[src/rtl/regfile_pkg.sv]
// Shared constants and state encoding for the multi-ported register file
// and the pipeline stages that consume it.
package regfile_pkg;

  localparam int unsigned DEF_XLEN  = 32;
  localparam int unsigned DEF_NREGS = 32;

  typedef enum logic [0:0] {
    INIT = 1'b0,
    RUN  = 1'b1
  } state_t;

endpackage

[src/rtl/regfile_init_ctr.sv]
// Clear-pointer walk and INIT/RUN sequencing for regfile_mp.
module regfile_init_ctr
  import regfile_pkg::*;
#(
  parameter int unsigned NREGS = DEF_NREGS,
  parameter int unsigned AW    = $clog2(DEF_NREGS)
) (
  input  logic          clk,
  input  logic          reset,
  output logic [AW-1:0] ptr,
  output logic          clr_we,
  output logic          ready
);

  state_t state;

  always_ff @(posedge clk) begin
    if (reset) begin
      state <= INIT;
      ptr   <= '0;
    end else if (state == INIT) begin
      ptr <= ptr + 1'b1;
      if (ptr == AW'(NREGS - 1)) begin
        state <= RUN;
      end
    end
  end

  assign clr_we = (state == INIT) && !reset;
  assign ready  = (state == RUN);

endmodule

[src/rtl/regfile_mp.sv]
// Multi-ported register file: walked clear after reset, registered reads with
// write-first bypass, highest-index write port wins, r0 hardwired to zero.
module regfile_mp
  import regfile_pkg::*;
#(
  parameter  int unsigned XLEN  = DEF_XLEN,
  parameter  int unsigned NREGS = DEF_NREGS,
  parameter  int unsigned NRD   = 2,
  parameter  int unsigned NWR   = 2,
  localparam int unsigned AW    = $clog2(NREGS)
) (
  input  logic                      clk,
  input  logic                      reset,
  input  logic [NWR-1:0]            wb_en,
  input  logic [NWR-1:0][AW-1:0]    wb_addr,
  input  logic [NWR-1:0][XLEN-1:0]  wb_data,
  input  logic [NRD-1:0]            rd_en,
  input  logic [NRD-1:0][AW-1:0]    rd_addr,
  output logic [NRD-1:0][XLEN-1:0]  rd_data,
  output logic                      ready
);

  logic [XLEN-1:0]           regs [NREGS];
  logic [AW-1:0]             ptr;
  logic                      clr_we;
  logic [NRD-1:0][XLEN-1:0]  rd_next;

  regfile_init_ctr #(
    .NREGS (NREGS),
    .AW    (AW)
  ) u_init_ctr (
    .clk    (clk),
    .reset  (reset),
    .ptr    (ptr),
    .clr_we (clr_we),
    .ready  (ready)
  );

  // Later ports are visited last, so their non-blocking update takes effect.
  always_ff @(posedge clk) begin
    if (clr_we) begin
      regs[ptr] <= '0;
    end else if (ready && !reset) begin
      for (int unsigned j = 0; j < NWR; j++) begin
        if (wb_en[j] && (wb_addr[j] != '0)) begin
          regs[wb_addr[j]] <= wb_data[j];
        end
      end
    end
  end

  always_comb begin
    rd_next = '0;
    for (int unsigned i = 0; i < NRD; i++) begin
      rd_next[i] = regs[rd_addr[i]];
      for (int unsigned j = 0; j < NWR; j++) begin
        if (wb_en[j] && (wb_addr[j] == rd_addr[i])) begin
          rd_next[i] = wb_data[j];
        end
      end
      if (rd_addr[i] == '0) begin
        rd_next[i] = '0;
      end
    end
  end

  always_ff @(posedge clk) begin
    if (reset) begin
      rd_data <= '0;
    end else if (ready) begin
      for (int unsigned i = 0; i < NRD; i++) begin
        if (rd_en[i]) begin
          rd_data[i] <= rd_next[i];
        end
      end
    end
  end

endmodule

[config.mk]
export PLATFORM = sky130hd
export DESIGN_NAME = regfile_mp
export DESIGN_NICKNAME = d
export VERILOG_FILES = /design/src/rtl/regfile_pkg.sv /design/src/rtl/regfile_init_ctr.sv /design/src/rtl/regfile_mp.sv
export SDC_FILE = /design/constraint.sdc
export NUM_CORES = 2
export LEC_CHECK = 0
export ABC_CLOCK_PERIOD_IN_PS = 10720
export CORE_MARGIN = 3
export CORE_UTILIZATION = 40
export DETAILED_ROUTE_END_ITERATION = 6
export DONT_BUFFER_PORTS = 1
export HOLD_SLACK_MARGIN = 0.15
export PLACE_DENSITY = 0.53
export SLEW_MARGIN = 20
export SYNTH_ARGS = -nofsm -noshare
export SYNTH_HDL_FRONTEND = slang
export SYNTH_SLANG_ARGS = --single-unit
[constraint.sdc]
create_clock -name clk -period 10.72 [get_ports clk]
set_input_delay 1.608 -clock clk [delete_from_list [all_inputs] [get_ports clk]]
set_output_delay 1.608 -clock clk [all_outputs]
set_load 0.02 [all_outputs]
### After elaboration in Yosys (flattened, before gate mapping)

Memory sizes are Yosys's and may differ from the RTL's.
Cells that the tools add are included.

* flip-flop bits (word level): 70
* logic and storage cells: 49
* output and inout port bits: 65
* memories kept: 1
* memory bits (writable): 1024

* eq/ne operators: 5
* add/sub/neg operators: 1
* bitwise operators: 1
* reduce and logical (&&, ||, !) cells: 16
* muxes and demuxes: 21

Memories
* regs: depth 32, width 32, read ports 2, clocked after memory_dff 0, write ports 2, RTL line regfile_mp.sv:23 `logic [XLEN-1:0] regs [NREGS];`

Operators by type and width (count)
* 2-to-1 mux 32 bit: 7
* OR reduction 32 bit: 1
* == test 5 bit: 4
* 2-to-1 mux 1 bit: 13
* logical NOT 5 bit: 2
* nonzero test 5 bit: 2
* logical AND 1 bit: 8
* adder 5 x 1 -> 5 bit (second input constant): 1
* == test 5 bit (second input constant): 1
* 2-to-1 mux 5 bit: 1
* AND reduction 2 bit: 2
* logical NOT 1 bit: 1
* NOT 1 bit: 1

### Depth between registers and ports, before layout

* depth in word-level cells: 8
* mapped depth: 9
* mapped depth without buffers: 5

### By module

A second synthesis with hierarchy kept.

* cell total of the unflattened synthesis: 5456
* area, all modules: 62631.3 um^2

Modules (own cells, without submodules)
* regfile_mp: sequential area each 32030.7 um^2, cells each 5431, area each 62359.8 um^2, times used 1
* regfile_init_ctr: sequential area each 120.1 um^2, cells each 25, area each 271.5 um^2, times used 1

### Worst setup path after synthesis

Ideal clock, no wire load.

* path type: input -> register
* start: input port wb_addr[0] (netlist bit)
* end: memory regs[14][0] (netlist bit), enable pin
* data required time: 10.287 ns
* slack: 5.533 ns
* path buffers: 3
* setup time: 0.433 ns
* data arrival time: 4.754 ns
* stages on the path: 8
* path through: buf_2 or4_1 o21a_1 buf_6 buf_6 o32ai_1 nand2_1 o22ai_1

RTL lines
* start: declaration: RTL line regfile_mp.sv:15 `input logic [NWR-1:0][AW-1:0] wb_addr,`
* end: declaration: RTL line regfile_mp.sv:23

==> impl_metrics.json <==
{
  "total_leakage_power_nw": 19.9,
  "cts_sinks": 1094,
  "cts_inserted_buffers": 120,
  "portBuffers": 0,
  "cts_setup_buffers": 0,
  "cp_max_fo": 37,
  "drc_errors": 8,
  "critPathLaunch": "wb_addr[0]",
  "dieArea_sq_um": 162000,
  "worst_clock_skew_ns": 0.0263,
  "synth_edf_count": 1024,
  "hold_class": "reg2reg",
  "path_depth": 7,
  "maxSlewViolCount": 0,
  "clock_tree.root_cell": "clkbuf_16",
  "hold_viol": 0,
  "ys_ff_latch": 1094,
  "drv_cap": 0,
  "hold_buffers": 0,
  "cp_data_required_time_ns": 11.12,
  "path_delay_family": "compound AO/OA/AOI/OAI gates",
  "synth_top_area_cell": "edfxtp_1",
  "h-tree-depth": 3,
  "status": "complete, but fails checks",
  "fillers": 14100,
  "grt.total_usage_pct": 29.0,
  "reg2reg_depth": 8,
  "start_util_pct": 40.5,
  "setup.worst_path.end": "regs[29][5]",
  "end_kind": "flip-flop",
  "synth_top_area_share_pct": 49.0,
  "drt_iter0_drc": 6444,
  "cts.clk_slew.worst_paths_ns": 0.06,
  "insertion_delay_ns": 0.75,
  "wl_per_cell_um": 33.4,
  "critPathSlowestCell": "o22ai_4",
  "synth_common_cells": "nand2_1, edfxtp_1, o21ai_0",
  "syn_to_final_growth_pct": 7.86,
  "yosys.cell_types.count": 60,
  "syn_inst": 5471,
  "path_class": "in2reg",
  "synth_nets": 5563,
  "rows": 144,
  "dpl_worst_slack_ns": 5.63,
  "multi_input_area_sq_um": 28300,
  "synthTopCellsByArea": "edfxtp_1, mux4_2, o21ai_0, nand2_1, mux2i_1",
  "grt_pass1_vias": 44400,
  "cp_cell_sequence": "or4_1 -> o21a_2 -> buf_4 -> o32ai_1 -> nand2_1 -> o22ai_4 -> buf_4",
  "rrSetupSlack_ns": 6.63,
  "power_mw": 9.20,
  "fp.dieH_um": 402,
  "async_flop_share_pct": 0,
  "overflow": 0,
  "grt_antenna_before_repair": 7,
  "fmax_ghz": 0.228,
  "drtPass1Iterations": 7,
  "ios": 155,
  "cpMostUsedCell": "buf_4",
  "grt_pass1_wl_um": 339000,
  "ant_nets": 0,
  "final_cell_area_sq_um": 67700,
  "min_period_over_period_pct": 40.9,
  "cts_resized": 0,
  "post-dp-hpwl_um": 137000,
  "cp-start-kind": "primary input",
  "p_per_area_nw_per_um2": 136,
  "gp_congestion": 0.844,
  "cp_num_buf_inv": 2,
  "syn_area_per_cell_sq_um": 11.5,
  "finalWorstSetupSlack_ns": 6.33,
  "r2r_start": "u_init_ctr.ready",
  "seq_area_sq_um": 32200,
  "cts.path.max_buffers": 3,
  "num_vias": 46600,
  "die_w_um": 402,
  "drive_gt1_share_pct": 16.1,
  "yosysWarnings": 0,
  "failed_checks": "DRC",
  "synth_most_common_cell": "nand2_1",
  "max_stage_delay_ns": 0.87,
  "holdWs_ns": 0.567,
  "wl_um": 240000,
  "reg2reg_to": "regs[18][27]",
  "grt_setup_unrepaired": "no",
  "cts_tree": "built",
  "core_area_sq_um": 155000,
  "peakVddDrop_uv": 123,
  "layout.nets": 5113,
  "vias_per_cell": 6.50,
  "setup_tns_ns": 0,
  "grt_max_degree": 262,
  "netlist_area_sq_um": 62800,
  "worst_slew_pin_slew_ns": 1.44,
  "period_needed_ns": 4.39,
  "cp.arrival_ns": 4.79,
  "seq_area_frac_synth_pct": 51.2,
  "synth-main-ff-cell": "edfxtp_1",
  "maxSlewHeadroom_pct": 3.78,
  "setup_viol": 0,
  "place_area_sq_um": 64000
}
[worst min-delay path, delay by kind of cell, from the launching register on]
kind | cells | cell delay, ns
AND/OR/NAND/NOR | 2 | 0.18
flip-flops | 1 | 0.34
[power breakdown]
part | switching [mW] | internal [mW]
registers | 0.0125 | 4.63
clock network | 1.81 | 2.23
logic | 0.268 | 0.255
[layer usage]
metal / GRT usage (%) / vias to the layer above / share of wire (%)
met4: 12.3 / 6 / 4.3
met3: 6.15 / 426 / 9.8
met1: 38.4 / 23600 / 39
met2: 46.2 / 2577 / 47
met5: 0 / - / 0.018
li1: - / 20000 / -
[final cells by class]
class,count,share of cell area (%)
Sequential cell,1094,47.5
Multi-Input combinational cell,3655,41.8
Clock buffer,155,4.83
Tap cell,2044,3.78
Timing Repair Buffer,110,1.27
Clock inverter,69,0.632
Inverter,40,0.222
Antenna cell,8,0.0296
[state kept, by name, summed over array words and instances, names as in the netlist]
register,cells
rd_data,64
regs,1024
u_init_ctr.ptr,5
u_init_ctr.ready,1
[cells in the final DEF (no fill, tap or decap), types with 7 or more instances in the layout]
cell type / n
o22ai_4: 15
nor3_2: 13
a221oi_1: 62
buf_4: 108
diode_2: 8
clkbuf_16: 124
a311oi_1: 62
o221ai_1: 124
mux4_2: 392
xnor2_1: 8
clkinv_2: 25
clkbuf_1: 26
o21ai_0: 993
nand2_2: 7
edfxtp_1: 1024
dfxtp_1: 70
xor2_1: 14
mux2_2: 61
clkinv_1: 34
nor2_1: 13
a22oi_1: 63
or3_1: 64
mux2i_1: 314
nor2_4: 18
o22ai_1: 62
nand3b_1: 63
o211ai_1: 61
o21bai_4: 16
inv_1: 38
nand2_1: 1094
a21oi_1: 62
[cells by family (layout without fill, tap and decap cells)]
| family | Yosys count | after routing | synth area share [%] |
|---|---|---|---|
| AOI/OAI and AO/OA | 1541 | 1541 | 14.6 |
| and+or+nand+nor | 1323 | 1323 | 8.83 |
| DFF | 1094 | 1094 | 51.2 |
| muxes | 767 | 767 | 20.2 |
| buffers and inverters | 722 | 374 | 4.88 |
| xor gates and xnor gates | 22 | 22 | 0.307 |
| adders and majority gates | 2 | 2 | 0.0398 |
| other | 0 | 8 | 0 |
[per-stage QoR]
step           cells  util [%]
5_1_grt         7167      43.7
2_1_floorplan   5471         -
4_1_cts         7167      43.7
3_3_place_gp    6941      41.3
3_5_place_dp    6943      41.3
6_report        7175      43.7
[worst min-delay path by stage]
stage	from	end	slack, ns	depth (start not counted)
global placement	u_init_ctr.ptr[0]	u_init_ctr.ptr[0]	0.54	2
global route	u_init_ctr.ptr[0]	u_init_ctr.ptr[0]	0.63	2
floorplan	u_init_ctr.ptr[0]	u_init_ctr.ptr[0]	0.51	2
detailed placement	u_init_ctr.ptr[0]	u_init_ctr.ptr[0]	0.55	2
CTS	u_init_ctr.ptr[0]	u_init_ctr.ptr[0]	0.56	2
finish	u_init_ctr.ptr[0]	u_init_ctr.ptr[0]	0.57	2
No activity file was read; power rests on OpenSTA's default activity.
